## src/rtl/uart_cmd_ctrl_pkg.sv

```systemverilog
// Shared constants, FSM state encoding and small helpers for the UART command controller.
package uart_cmd_ctrl_pkg;

  localparam logic [7:0] SYNC_BYTE = 8'hA5;
  localparam logic [7:0] CMD_WR    = 8'h01;
  localparam logic [7:0] CMD_RD    = 8'h02;
  localparam logic [7:0] RSP_ACK   = 8'h06;
  localparam logic [7:0] RSP_NAK   = 8'h15;

  typedef enum logic [2:0] {
    ST_IDLE,
    ST_GET_CMD,
    ST_GET_ADDR,
    ST_GET_DATA,
    ST_GET_CHK,
    ST_EXEC,
    ST_RESP,
    ST_WAIT_TX
  } cmd_state_e;

  function automatic logic frame_valid(input logic [7:0] cmd, input logic [7:0] addr,
                                       input logic [7:0] data, input logic [7:0] chk);
    return (chk == (cmd ^ addr ^ data)) && ((cmd == CMD_WR) || (cmd == CMD_RD));
  endfunction

  function automatic logic [15:0] sat_inc16(input logic [15:0] v);
    return (v == 16'hFFFF) ? v : v + 16'd1;
  endfunction

endpackage

```

## src/rtl/uart_cmd_ctrl_if.sv

```systemverilog
// UART byte stream, register-file bus and status lines of the command controller.
interface uart_cmd_ctrl_if #(
  parameter int unsigned ADDR_W = 8
);
  logic [7:0]        rx_data;
  logic              rx_done;
  logic [7:0]        tx_data;
  logic              tx_start;
  logic              tx_done;
  logic [ADDR_W-1:0] reg_addr;
  logic [7:0]        reg_wdata;
  logic              reg_we;
  logic              reg_re;
  logic [7:0]        reg_rdata;
  logic              reg_ack;
  logic              busy;
  logic              err_chk;
  logic              err_timeout;

  modport master (
    input  rx_data, rx_done, tx_done, reg_rdata, reg_ack,
    output tx_data, tx_start, reg_addr, reg_wdata, reg_we, reg_re, busy, err_chk, err_timeout
  );

  modport slave (
    output rx_data, rx_done, tx_done, reg_rdata, reg_ack,
    input  tx_data, tx_start, reg_addr, reg_wdata, reg_we, reg_re, busy, err_chk, err_timeout
  );
endinterface

```

## src/rtl/uart_cmd_timer.sv

```systemverilog
// Inter-byte timeout counter: clr restarts, en counts, expire flags the cycle whose
// clock edge would bring the count to TIMEOUT_CYCLES-1 (requires TIMEOUT_CYCLES >= 2).
module uart_cmd_timer #(
  parameter int unsigned TIMEOUT_CYCLES = 100000
) (
  input  logic clk,
  input  logic rst,
  input  logic clr_i,
  input  logic en_i,
  output logic expire_o
);

  localparam int unsigned CW = (TIMEOUT_CYCLES > 2) ? $clog2(TIMEOUT_CYCLES) : 1;
  localparam logic [CW-1:0] LAST = CW'(TIMEOUT_CYCLES - 2);

  logic [CW-1:0] cnt_q, cnt_d;

  always_comb begin
    cnt_d = cnt_q;
    if (clr_i) begin
      cnt_d = '0;
    end else if (en_i && (cnt_q != LAST)) begin
      cnt_d = cnt_q + CW'(1);
    end
  end

  always_ff @(posedge clk) begin
    if (rst) begin
      cnt_q <= '0;
    end else begin
      cnt_q <= cnt_d;
    end
  end

  assign expire_o = en_i && (cnt_q == LAST);

endmodule

```

## src/rtl/uart_cmd_ctrl.sv

```systemverilog
// Host command sequencer: SYNC/CMD/ADDR/DATA/CHK frames -> register access -> 1-byte reply.
// Optional statistics counters (frame_cnt, err_cnt) under `define UART_CMD_STATS_EN.
module uart_cmd_ctrl
  import uart_cmd_ctrl_pkg::*;
#(
  parameter int unsigned TIMEOUT_CYCLES = 100000,
  parameter int unsigned ADDR_W         = 8
) (
  input  logic             clk,
  input  logic             rst,
  uart_cmd_ctrl_if.master  bus
`ifdef UART_CMD_STATS_EN
  ,
  output logic [15:0]      frame_cnt,
  output logic [15:0]      err_cnt
`endif
);

  cmd_state_e        state_q;
  logic [7:0]        cmd_q, addr_q, data_q, tx_data_q, reg_wdata_q;
  logic [ADDR_W-1:0] reg_addr_q;
  logic              tx_start_q, reg_we_q, reg_re_q, busy_q, err_chk_q, err_to_q;
  logic              tmr_en, tmr_expire, chk_ok;

  assign tmr_en = (state_q == ST_GET_CMD) || (state_q == ST_GET_ADDR) ||
                  (state_q == ST_GET_DATA) || (state_q == ST_GET_CHK);
  assign chk_ok = frame_valid(cmd_q, addr_q, data_q, bus.rx_data);

  // Every received byte restarts the timer; in IDLE the count is simply ignored.
  uart_cmd_timer #(.TIMEOUT_CYCLES(TIMEOUT_CYCLES)) u_timer (
    .clk      (clk),
    .rst      (rst),
    .clr_i    (bus.rx_done),
    .en_i     (tmr_en),
    .expire_o (tmr_expire)
  );

  always_ff @(posedge clk) begin
    if (rst) begin
      state_q     <= ST_IDLE;
      cmd_q       <= '0;
      addr_q      <= '0;
      data_q      <= '0;
      tx_data_q   <= '0;
      reg_addr_q  <= '0;
      reg_wdata_q <= '0;
      tx_start_q  <= 1'b0;
      reg_we_q    <= 1'b0;
      reg_re_q    <= 1'b0;
      busy_q      <= 1'b0;
      err_chk_q   <= 1'b0;
      err_to_q    <= 1'b0;
    end else begin
      tx_start_q <= 1'b0;
      err_chk_q  <= 1'b0;
      err_to_q   <= 1'b0;
      case (state_q)
        ST_IDLE: begin
          if (bus.rx_done && (bus.rx_data == SYNC_BYTE)) begin
            state_q <= ST_GET_CMD;
            busy_q  <= 1'b1;
          end
        end
        // A byte arriving on the expiry cycle takes priority over the abort.
        ST_GET_CMD, ST_GET_ADDR, ST_GET_DATA: begin
          if (bus.rx_done) begin
            if (state_q == ST_GET_CMD) begin
              cmd_q   <= bus.rx_data;
              state_q <= ST_GET_ADDR;
            end else if (state_q == ST_GET_ADDR) begin
              addr_q  <= bus.rx_data;
              state_q <= ST_GET_DATA;
            end else begin
              data_q  <= bus.rx_data;
              state_q <= ST_GET_CHK;
            end
          end else if (tmr_expire) begin
            state_q  <= ST_IDLE;
            busy_q   <= 1'b0;
            err_to_q <= 1'b1;
          end
        end
        ST_GET_CHK: begin
          if (bus.rx_done) begin
            if (chk_ok) begin
              state_q     <= ST_EXEC;
              reg_we_q    <= (cmd_q == CMD_WR);
              reg_re_q    <= (cmd_q == CMD_RD);
              reg_addr_q  <= addr_q[ADDR_W-1:0];
              reg_wdata_q <= data_q;
            end else begin
              state_q   <= ST_RESP;
              tx_data_q <= RSP_NAK;
              err_chk_q <= 1'b1;
            end
          end else if (tmr_expire) begin
            state_q  <= ST_IDLE;
            busy_q   <= 1'b0;
            err_to_q <= 1'b1;
          end
        end
        ST_EXEC: begin
          if (bus.reg_ack) begin
            state_q   <= ST_RESP;
            reg_we_q  <= 1'b0;
            reg_re_q  <= 1'b0;
            tx_data_q <= reg_re_q ? bus.reg_rdata : RSP_ACK;
          end
        end
        ST_RESP: begin
          tx_start_q <= 1'b1;
          state_q    <= ST_WAIT_TX;
        end
        ST_WAIT_TX: begin
          if (bus.tx_done) begin
            state_q <= ST_IDLE;
            busy_q  <= 1'b0;
          end
        end
        default: begin
          state_q <= ST_IDLE;
          busy_q  <= 1'b0;
        end
      endcase
    end
  end

  assign bus.tx_data     = tx_data_q;
  assign bus.tx_start    = tx_start_q;
  assign bus.reg_addr    = reg_addr_q;
  assign bus.reg_wdata   = reg_wdata_q;
  assign bus.reg_we      = reg_we_q;
  assign bus.reg_re      = reg_re_q;
  assign bus.busy        = busy_q;
  assign bus.err_chk     = err_chk_q;
  assign bus.err_timeout = err_to_q;

`ifdef UART_CMD_STATS_EN
  logic [15:0] frame_cnt_q, err_cnt_q;

  always_ff @(posedge clk) begin
    if (rst) begin
      frame_cnt_q <= '0;
      err_cnt_q   <= '0;
    end else begin
      if ((state_q == ST_GET_CHK) && bus.rx_done && chk_ok) begin
        frame_cnt_q <= sat_inc16(frame_cnt_q);
      end
      if (err_chk_q || err_to_q) begin
        err_cnt_q <= sat_inc16(err_cnt_q);
      end
    end
  end

  assign frame_cnt = frame_cnt_q;
  assign err_cnt   = err_cnt_q;
`endif

endmodule

```

## src/flat_wrapper.sv

```systemverilog
// flat-port wrapper written by rule: the top's interface ports become plain ports
module uart_cmd_ctrl_flat import uart_cmd_ctrl_pkg::*;
#(
  parameter int unsigned TIMEOUT_CYCLES = 100000,
  parameter int unsigned ADDR_W         = 8
)
  (clk, rst, bus_rx_data, bus_rx_done, bus_tx_done, bus_reg_rdata, bus_reg_ack, bus_tx_data, bus_tx_start, bus_reg_addr, bus_reg_wdata, bus_reg_we, bus_reg_re, bus_busy, bus_err_chk, bus_err_timeout);
  uart_cmd_ctrl_if #(.ADDR_W(ADDR_W)) bus_i ();
  input  logic clk;
  input  logic rst;
  input wire logic [$bits(bus_i.rx_data)-1:0] bus_rx_data;
  input wire logic [$bits(bus_i.rx_done)-1:0] bus_rx_done;
  input wire logic [$bits(bus_i.tx_done)-1:0] bus_tx_done;
  input wire logic [$bits(bus_i.reg_rdata)-1:0] bus_reg_rdata;
  input wire logic [$bits(bus_i.reg_ack)-1:0] bus_reg_ack;
  output wire logic [$bits(bus_i.tx_data)-1:0] bus_tx_data;
  output wire logic [$bits(bus_i.tx_start)-1:0] bus_tx_start;
  output wire logic [$bits(bus_i.reg_addr)-1:0] bus_reg_addr;
  output wire logic [$bits(bus_i.reg_wdata)-1:0] bus_reg_wdata;
  output wire logic [$bits(bus_i.reg_we)-1:0] bus_reg_we;
  output wire logic [$bits(bus_i.reg_re)-1:0] bus_reg_re;
  output wire logic [$bits(bus_i.busy)-1:0] bus_busy;
  output wire logic [$bits(bus_i.err_chk)-1:0] bus_err_chk;
  output wire logic [$bits(bus_i.err_timeout)-1:0] bus_err_timeout;
  assign bus_i.rx_data = bus_rx_data;
  assign bus_i.rx_done = bus_rx_done;
  assign bus_i.tx_done = bus_tx_done;
  assign bus_i.reg_rdata = bus_reg_rdata;
  assign bus_i.reg_ack = bus_reg_ack;
  assign bus_tx_data = bus_i.tx_data;
  assign bus_tx_start = bus_i.tx_start;
  assign bus_reg_addr = bus_i.reg_addr;
  assign bus_reg_wdata = bus_i.reg_wdata;
  assign bus_reg_we = bus_i.reg_we;
  assign bus_reg_re = bus_i.reg_re;
  assign bus_busy = bus_i.busy;
  assign bus_err_chk = bus_i.err_chk;
  assign bus_err_timeout = bus_i.err_timeout;
  uart_cmd_ctrl #(.TIMEOUT_CYCLES(TIMEOUT_CYCLES), .ADDR_W(ADDR_W)) u_core (.clk(clk), .rst(rst), .bus(bus_i));
endmodule
```

## config.mk

```make
export PLATFORM = sky130hd
export DESIGN_NAME = uart_cmd_ctrl_flat
export DESIGN_NICKNAME = d
export VERILOG_FILES = /design/src/rtl/uart_cmd_ctrl_pkg.sv /design/src/rtl/uart_cmd_ctrl_if.sv /design/src/rtl/uart_cmd_timer.sv /design/src/rtl/uart_cmd_ctrl.sv /design/src/flat_wrapper.sv
export SDC_FILE = /design/constraint.sdc
export NUM_CORES = 1
export LEC_CHECK = 0
export BUFFER_PORTS_ARGS = -buffer_cell sky130_fd_sc_hd__clkbuf_2
export CORE_MARGIN = 2
export CORE_UTILIZATION = 49
export CTS_BUF_LIST = sky130_fd_sc_hd__clkbuf_2
export DETAILED_ROUTE_END_ITERATION = 10
export PLACE_DENSITY = 0.79
export RECOVER_POWER = 50
export SLEW_MARGIN = 20
export SYNTH_ARGS = -nofsm -noshare
export SYNTH_HDL_FRONTEND = slang
export SYNTH_HIERARCHICAL = 1
export SYNTH_SLANG_ARGS = --single-unit
```

## constraint.sdc

```tcl
create_clock -name clk -period 3.7 [get_ports clk]
set_input_delay 0.37 -clock clk [delete_from_list [all_inputs] [get_ports clk]]
set_output_delay 0.37 -clock clk [all_outputs]
set_load 0.05 [all_outputs]
```

==> results of run 1 <==
## cell families after synthesis
group                    synth area share (%)
flip-flops                               41.2
multiplexers                             4.73
XOR/XNOR                                 8.03
AND/OR/NAND/NOR                          27.7
AO/OA/AOI/OAI                            14.5
adder cells (fa/ha/maj)                 0.695
buffers and inverters                    3.27
## layer usage
metal / vias up / global-route usage [%]
li1: 1627 / -
met1: 1493 / 25.2
met5: - / 0
met2: 99 / 34.5
met3: 18 / 4.53
met4: 0 / 10.0
## area by class of cell
cell class | count | area share (%)
well taps | 99 | 3.09
clock buffers | 9 | 1.12
repair buffers | 53 | 5.77
clock inverters | 7 | 2.34
multi-input cells | 335 | 50.0
inverters | 9 | 0.841
flip-flops and latches | 74 | 36.9
## sequential cells by signal (all words and copies together), names as in the netlist
signal and count:
u_core/addr_q 8, u_core/bus.reg_we 1, u_core/u_timer/cnt_q 17, u_core/data_q 8
u_core/bus.tx_start 1, u_core/bus.err_timeout 1, u_core/bus.reg_re 1, u_core/bus.tx_data 8
u_core/bus.err_chk 1, u_core/bus.reg_addr 8, u_core/cmd_q 8, u_core/state_q 3
u_core/bus.busy 1, u_core/bus.reg_wdata 8
## power by group through the flow
stage,logic (W),clock network (W),registers [W]
final,0.000525,0.000512,0.000946
after global routing,0.000578,0.000557,0.000960
after CTS,0.000520,0.000524,0.000944
after detailed placement,0.000516,0,0.000960
after global placement,0.000501,0,0.000956
after floorplan,0.000415,0,0.000943
## through the flow
step           hold WS (ns)  utilization, %  instance area (µm²)  total power (W)
3_3_place_gp          0.441            54.5                 3910          0.00146
4_1_cts             0.00779            56.5                 4050          0.00199
3_5_place_dp          0.453            54.5                 3910          0.00148
5_1_grt             0.00654            56.0                 4020          0.00210
6_report             0.0486            56.0                 4020          0.00198
2_1_floorplan         0.461               -                 3600          0.00136
## worst paths after layout
path,from,endpoint,cells after the start
worst min register to register,u_core/bus.reg_wdata[7],u_core/bus.reg_wdata[7],2
worst max register to register,u_core/state_q[2],u_core/bus.reg_wdata[3],5
worst max-delay path,u_core/state_q[2],u_core/bus.reg_wdata[3],5
worst min-delay path,bus_reg_rdata[3],u_core/bus.tx_data[3],3
## cell usage in the layout (no fill, tap or decap), types with 3 or more instances in the layout
| cell | Yosys | routed |
|---|---|---|
| sky130_fd_sc_hd__nand2_1 | 104 | 104 |
| sky130_fd_sc_hd__dfxtp_1 | 74 | 74 |
| sky130_fd_sc_hd__a21oi_1 | 32 | 32 |
| sky130_fd_sc_hd__clkbuf_1 | 17 | 31 |
| sky130_fd_sc_hd__clkbuf_2 | 0 | 29 |
| sky130_fd_sc_hd__xnor2_1 | 27 | 27 |
| sky130_fd_sc_hd__nor2_1 | 25 | 25 |
| sky130_fd_sc_hd__mux2i_1 | 17 | 17 |
| sky130_fd_sc_hd__nor3_1 | 11 | 10 |
| sky130_fd_sc_hd__o21ai_0 | 10 | 10 |
| sky130_fd_sc_hd__inv_1 | 9 | 9 |
| sky130_fd_sc_hd__a31oi_1 | 9 | 9 |
| sky130_fd_sc_hd__nand3_1 | 9 | 9 |
| sky130_fd_sc_hd__nand4_1 | 7 | 7 |
| sky130_fd_sc_hd__nor2b_1 | 7 | 7 |
| sky130_fd_sc_hd__xor2_1 | 6 | 6 |
| sky130_fd_sc_hd__nor4_1 | 5 | 5 |
| sky130_fd_sc_hd__or4_1 | 4 | 4 |
| sky130_fd_sc_hd__nand2b_1 | 3 | 3 |
| sky130_fd_sc_hd__and3b_1 | 3 | 3 |
| sky130_fd_sc_hd__a2bb2oi_1 | 3 | 3 |
| sky130_fd_sc_hd__and2_1 | 3 | 3 |
| sky130_fd_sc_hd__and3_1 | 3 | 3 |
## critical path, delay by kind of cell (launching register included)
kind,cells,cell delay (ns)
muxes,1,0.31
and+or+nand+nor,3,0.71
buffers and inverters,1,0.93
DFF,1,0.69
==> flow_results.org, run 1 <==
** Floorplan
- Die span in y :: 89.7 µm
- The die covers roughly 8000 µm².
- From left edge to right edge, the die measures around 90 µm.
- Number of top-level design ports :: just over 50
- The initial utilization of the core area, before any placement, comes to 50.2%.
- In this run the standard cell core region covers 7180 µm².
- Row generation in the floorplan step produced 31 rows.

** Layout
- Area occupied by multi-input gates :: 2010 µm²
- Area growth, synth to finish :: 11.5%
- Fin nets :: 505
- Counting the fill cells in the layout gives 634.
- Diode count :: 0
- Summing all flip-flop and latch instances after layout gives 1480 µm².
- Layout cells sized above 1 :: 10.3%
- Once layout is complete, the cells apart from fillers number 586.

** Critical path
- The worst setup path is of the reg -> reg kind.
- On the worst path, the slowest cell contributes a delay of around 0.93 ns.
- Along the worst path, the maximum fanout reaches 17.
- STA classifies the critical path startpoint as a flip-flop.
- Crit path DAT :: 3.18 ns
- Critical path's slowest cell :: sky130_fd_sc_hd__clkbuf_1
- Worst Path Required :: 4.17 ns
- CP endpoint kind :: flip-flop
- The setup check on the worst reg-to-reg path leaves a slack of 0.99 ns.
- Ordered cell list for the critical path :: nor3b_1 -> nand2_1 -> nor4_4 -> clkbuf_1 -> mux2i_1

** CTS
- The H-tree was split into 3 levels.
- At the later pin of the worst-skew pair, clock insertion delay measures 0.53 ns.
- Buffers inserted to repair hold after CTS numbered 0.
- TritonCTS created 9 clock buffers.
- Post-cts resize count :: 0
- The clock net in this run drives a total of 74 sinks.
- Clock-pin slew was measured on the worst setup and hold paths at ~0.21 ns.
- TritonCTS built the clock tree.
- Counting along the longest clock path gives a buffer depth of 2.
- Root Buffer Master :: sky130_fd_sc_hd__clkbuf_2
- Total setup buffers inserted after CTS :: 0

** Global route
- Largest net degree at the start of global routing :: 41
- The total overflow left after global routing is 0.
- The first global-routing pass estimated 13500 µm of wire.
- Number of antenna violations at the first check in global routing :: 0
- Total Routing Usage GR :: 20.6%
- Number of global-route vias before repair :: 2964

** Timing
- Final setup skew :: between 0.02 and 0.025 ns
- The number of pins with negative max-slew slack in the final report was 0.
- The routed design could run at a clock period as short as 2.71 ns.
- Transition time of the tightest slew-check pin :: approximately 1.2 ns
- Worst-case setup margin in the final layout :: 0.992 ns
- In the finished design, the share of the clock period the worst path needs comes to 73.2%.
- Endpoints failing hold :: 0
- Derived from the worst setup path, the maximum achievable clock frequency is 369 MHz.
- Measured against its own limit, the worst slew margin works out to 18.4%.
- # setup viols final :: 0
- Setup repair after global routing missed its margin :: false
- Total negative slack for setup checks :: 0 ns

** Place
- Half-perimeter wire length of the detailed placement result :: 5600 µm
- Buffers placed on the I/O ports in this run total 50.
- Including well taps, the total number of placed cells is between 500 and 600.
- Post-Place Worst Slack :: about 1.3 ns
- Routability-driven placement finished with a final weighted congestion of 0.872.

** Logic synthesis
- Area of the mapped netlist :: 3600 µm²
- Cell types with the largest area share after synthesis :: sky130_fd_sc_hd__dfxtp_1 (41%), sky130_fd_sc_hd__nand2_1 (11%), sky130_fd_sc_hd__xnor2_1 (6.6%)
- Synthesis handed over a netlist of between 400 and 500 instances.
- Sequential fraction of the synthesis area :: 41.2%
- The synthesized design contains 0 enable-type register cells.
- Synth warn :: 6
- For this run, the leading register cell type out of synthesis is sky130_fd_sc_hd__dfxtp_1.
- Averaged over all synthesized cells, the footprint is 8.22 µm².
- The commonest cells after synthesis are sky130_fd_sc_hd__nand2_1 (104), sky130_fd_sc_hd__dfxtp_1 (74), sky130_fd_sc_hd__a21oi_1 (32).
- Of all cell types, the one taking the most synthesized area is sky130_fd_sc_hd__dfxtp_1.
- After synthesis the netlist holds a flip-flop and latch count of 74.
- Fraction of synthesized cell area taken by the top area cell type :: 41.2%
- For this run, asynchronously set or reset flops after synthesis account for 0%.
- Syn_nets :: 461
- By instance count, the leading cell after synthesis is sky130_fd_sc_hd__nand2_1.
- Distinct cell type count of the synthesized netlist :: between 60 and 70

** Power
- For this design the static power due to leakage is 1.36 nW.
- Of the total power, registers draw 47.7%.
- Worst IR Drop VDD :: 0.000200 V
- For this design the total switching power over the nets is between 0.0007 and 0.0008 W.
- Cell-internal power :: 0.00127 W
- Pwr dens :: 494 nW/µm²
- Per report_power, the combinational group accounts for 26.5% of the total.
- Per report_power, the clock group accounts for 25.8% of the total.
- Of the total power, the share spent switching nets is 35.8%.

** Route
- Final wirelength :: ~8000 µm
- Wire length per cell after detailed routing :: between 10 and 15 µm
- Post-route antenna net violation count :: 0
- Detail-routed via count per cell :: 5.52
- After detailed routing, the number of remaining DRC violations is 0.
- Wire segments on met3 add up to 455 µm in the final route.
- After detailed routing, the wire length on met1 is between 3000 and 4000 µm.
- The detailed router used layers up to and including met4.
- Drt first pass iters :: 5
- Via count :: 3237
- After detailed routing, the met2 layer carries between 3000 and 4000 µm of wire.
- Starting DRC count in detailed routing :: just under 300

** Outcome
- The run finished with clean final reports.

** Min path
- The path class of the tightest hold or removal check is in -> reg.

** Run
- The tool flagged a number of max-cap violations equal to 0.
Power figures use the tool's default switching activity.
==> inputs of run 2 (changes only) <==
- ABC_AREA: default -> 1
- PLACE_DENSITY: 0.79 -> 0.81
- clock period: 3.7 -> 2.3 ns (I/O delays scaled with it)
==> flow_results.org, run 2 <==
** Logic synthesis
- The total standard cell area after synthesis was 3950 µm² (was 3600 µm²).
- The async set-reset flop share out of synthesis came to 0% (unchanged).
- Most common library cells after synthesis: sky130_fd_sc_hd__nand2_1 (162), sky130_fd_sc_hd__nor2_1 (100), sky130_fd_sc_hd__inv_1 (78) (was sky130_fd_sc_hd__nand2_1 (104), sky130_fd_sc_hd__dfxtp_1 (74), sky130_fd_sc_hd__a21oi_1 (32)).
- The most frequently used flop master after synthesis was sky130_fd_sc_hd__dfxtp_1 (unchanged).
- The post-synthesis sequential area ratio came to 37.5% (was 41.2%).
- The count of mapped cells out of synthesis is 617 (was 438).
- Synth warn :: 6 (unchanged)
- The number of distinct library cells after synthesis came to 31 (was 62).
- The number of flops mapped to enable cells by yosys came to 0 (unchanged).
- The mean post-synth cell area came to 6.40 µm² (was 8.22 µm²).
- The fraction of synthesized cell area taken by the top area cell type came to 37.5% (was 41.2%).
- The cell type with the highest aggregate area in the netlist is sky130_fd_sc_hd__dfxtp_1 (unchanged).
- Cell types with the largest area share after synthesis: sky130_fd_sc_hd__dfxtp_1 (38%), sky130_fd_sc_hd__nand2_1 (15%), sky130_fd_sc_hd__nor2_1 (9.5%) (was sky130_fd_sc_hd__dfxtp_1 (41%), sky130_fd_sc_hd__nand2_1 (11%), sky130_fd_sc_hd__xnor2_1 (6.6%)).
- The post-synthesis register bit count is 74 (unchanged).
- The synthesized netlist net count is 640 (was 461).
- Cell with the most instances after synthesis :: sky130_fd_sc_hd__nand2_1 (unchanged)

** CTS
- The number of buffers inserted during clock tree synthesis was 9 (unchanged).
- The clock latency of the later-clocked register in the worst-skew pair was 0.54 ns (was 0.53 ns).
- Clk slew on worst S/H paths :: 0.20 ns (was 0.21 ns)
- # clock sinks :: 74 (unchanged)
- The CTS tree is built (unchanged).
- The depth of the CTS H-tree came to 3 (unchanged).
- Root Buffer Master :: sky130_fd_sc_hd__clkbuf_2 (unchanged)
- The number of setup buffers added after CTS was 0 (unchanged).
- CTS Buffer Depth :: 2 (unchanged)

** Timing
- The worst path needs 2.12 ns of the cycle, external delays included.
- For this run, the top clock speed supported by timing is between 400 and 500 MHz.
- Dividing the final minimum period by the clock period gives 92.3%.
- Total negative slack for setup checks :: 0 ns (unchanged)
- The maximum clock skew at final layout came to 0.0324 ns (was 0.0209 ns).
- Pins Over Slew Limit :: 0 (unchanged)
- The count of endpoints failing hold in the final timing report came to 0 (unchanged).
- Setup repair after global routing missed its margin :: false (unchanged)
- The headroom to the max-slew limit is 51.1% (was 18.4%).
- The number of setup violations in the final report came to 0 (unchanged).
- Transition time of the tightest slew-check pin :: 0.733 ns (was 1.22 ns)

** Floorplan
- Initial cell density of the core :: 50.8% (was 50.2%)
- Core region area :: 7770 µm² (was 7180 µm²)
- Die span in y :: 93.7 µm (was 89.7 µm)
- The floorplan row count came to 32 (was 31).
- The die outline width came to 93.7 µm (was 89.7 µm).
- The full die area came to 8790 µm² (was 8050 µm²).
- The boundary pin count came to 51 (unchanged).

** Place
- The count of input and output buffers came to 50 (unchanged).
- Gpl congestion :: 0.896 (was 0.872)
- Half-perimeter wire length of the detailed placement result :: 6920 µm (was 5600 µm)

** Global route
- The global-route wire length before repair is 16100 µm (was 13500 µm).
- Total Routing Usage GR :: 22.6% (was 20.6%)
- The pin count of the biggest net entering global routing is 30 (was 41).
- The via count of the first global-routing pass is 3712 (was 2964).
- Gr ovfl total :: 0 (unchanged)
- Number of antenna violations at the first check in global routing :: 0 (unchanged)

** Layout
- Diode count :: 0 (unchanged)
- The register ranked first by flip-flop count is u_core/u_timer/cnt_q (unchanged).
- Utilization after layout :: 58.0% (was 56.0%)
- The share of layout cells above drive strength 1 is 9.94% (was 10.3%).
- Number of fill cells in the layout :: 781 (was 634)
- The multi-input gate area in the final layout came to 2000 µm² (was 2010 µm²).
- The number of flip-flops under the largest register name was 17 (unchanged).
- The area used by sequential logic in the layout was 1480 µm² (unchanged).
- Commonest non-fill, non-tap cell in the layout :: sky130_fd_sc_hd__nand2_1 (unchanged)
- Top library cells by usage in the layout, fill and taps aside: sky130_fd_sc_hd__nand2_1 (162), sky130_fd_sc_hd__nor2_1 (100), sky130_fd_sc_hd__inv_1 (78), sky130_fd_sc_hd__dfxtp_1 (74), sky130_fd_sc_hd__a21oi_1 (40) (was sky130_fd_sc_hd__nand2_1 (104), sky130_fd_sc_hd__dfxtp_1 (74), sky130_fd_sc_hd__a21oi_1 (32), sky130_fd_sc_hd__clkbuf_1 (31), sky130_fd_sc_hd__clkbuf_2 (29)).
- Area growth, synth to finish :: 14.1% (was 11.5%)
- Fin nets :: 702 (was 505)

** Critical path
- The category of the most critical setup path was in -> reg (was reg -> reg).
- The worst path required time was 2.75 ns (was 4.17 ns).
- CP endpoint kind :: flip-flop (unchanged)
- Worst-path fanout max :: 16 (was 17)
- The arrival time reported for the critical path endpoint came to 2.58 ns (was 3.18 ns).
- The type of origin of the critical path is an input pin (was flip-flop).

** Route
- The total via count after detailed routing came to 4000 (was 3237).
- Drt first pass iters :: 4 (was 5)
- Starting DRC count in detailed routing :: 191 (was 295)
- The final routed wire length divided by cell count was 11.9 µm (was 13.8 µm).
- The number of routed nets with antenna violations came to 0 (unchanged).
- The number of vias per cell after detailed routing is 5.09 (was 5.52).
- The total detailed-routing wirelength was 9380 µm (was 8070 µm).
- Drt drc :: 0 (unchanged)

** Power
- Pwr dens :: 507 nW/µm² (was 494 nW/µm²)
- Worst IR Drop VDD :: 0.000353 V (was 0.000200 V)
- The leakage component of the power is 2.07 nW (was 1.36 nW).

** Outcome
- Status: complete, no violations (unchanged).

** Run
- The total of max-cap violations was 0 (unchanged).

** Min path
- The class of the worst hold path was in -> reg (unchanged).
==> run 2: what timing repair did <==
action,CTS,global route
hold buffers,13,0
resized for setup,0,0
setup endpoints to repair,0,0
endpoints found under the hold margin,29,0
==> run 2: final timing paths <==
path                                              start                      to  slack, ns  cells past startpoint
worst max-delay path                        bus_rx_done       u_core/state_q[2]       0.18                      9
worst min-delay path                   bus_reg_rdata[5]   u_core/bus.tx_data[5]       0.06                      5
worst max register to register  u_core/u_timer/cnt_q[0]       u_core/state_q[0]       0.27                     13
worst min register to register         u_core/addr_q[4]  u_core/bus.reg_addr[4]       0.51                      2
==> run 2: stage by stage <==
step	cells	hold slack (ns)	worst slack, ns	total power [W]	area [µm²]
2_1_floorplan	617	0.371	0.471	0.00138	3950
3_3_place_gp	757	0.460	0.361	0.00142	4280
3_5_place_dp	757	0.477	0.287	0.00142	4280
4_1_cts	786	0.00322	0.264	0.00231	4560
5_1_grt	786	0.0155	0.0349	0.00238	4500
6_report	786	0.0591	0.176	0.00228	4500
==> run 2: logic make-up after synthesis <==
family / synth area share, %
AO/OA/AOI/OAI: 11.6
XOR/XNOR: 2.66
flip-flops: 37.5
buffers and inverters: 11.7
AND/OR/NAND/NOR: 35.9
adder cells (fa/ha/maj): 0.634
==> run 2: final cells by class <==
class | count | share of cell area [%]
inverters | 91 | 7.64
well taps | 102 | 2.83
clock buffers | 9 | 1.00
repair buffers | 71 | 8.86
clock inverters | 7 | 2.25
flip-flops and latches | 74 | 32.9
multi-input cells | 432 | 44.5
==> run 2: routing by layer <==
layer | vias up | routed length, µm | GRT usage (%)
li1 | 2052 | - | -
met1 | 1822 | 4260 | 28.4
met2 | 114 | 4460 | 38.0
met3 | 12 | 541 | 5.54
met4 | 0 | 118 | 7.25
met5 | - | 0 | 0
==> run 2: power breakdown <==
| part | switching (W) | internal [W] |
|---|---|---|
| logic | 0.0000773 | 0.0000507 |
| registers | 0.00000151 | 0.00129 |
| clock network | 0.000497 | 0.000369 |
| total | 0.000575 | 0.00171 |
==> run 2: critical path, cell delays in order <==
cell and delay (ns):
sky130_fd_sc_hd__dlygate4sd3_1 0.53, sky130_fd_sc_hd__clkbuf_1 0.21, sky130_fd_sc_hd__inv_1 0.27, sky130_fd_sc_hd__nor3_1 0.24, sky130_fd_sc_hd__clkbuf_1 0.59, sky130_fd_sc_hd__inv_1 0.16, sky130_fd_sc_hd__nand2_1 0.10, sky130_fd_sc_hd__nand2_1 0.06
sky130_fd_sc_hd__a21oi_1 0.19
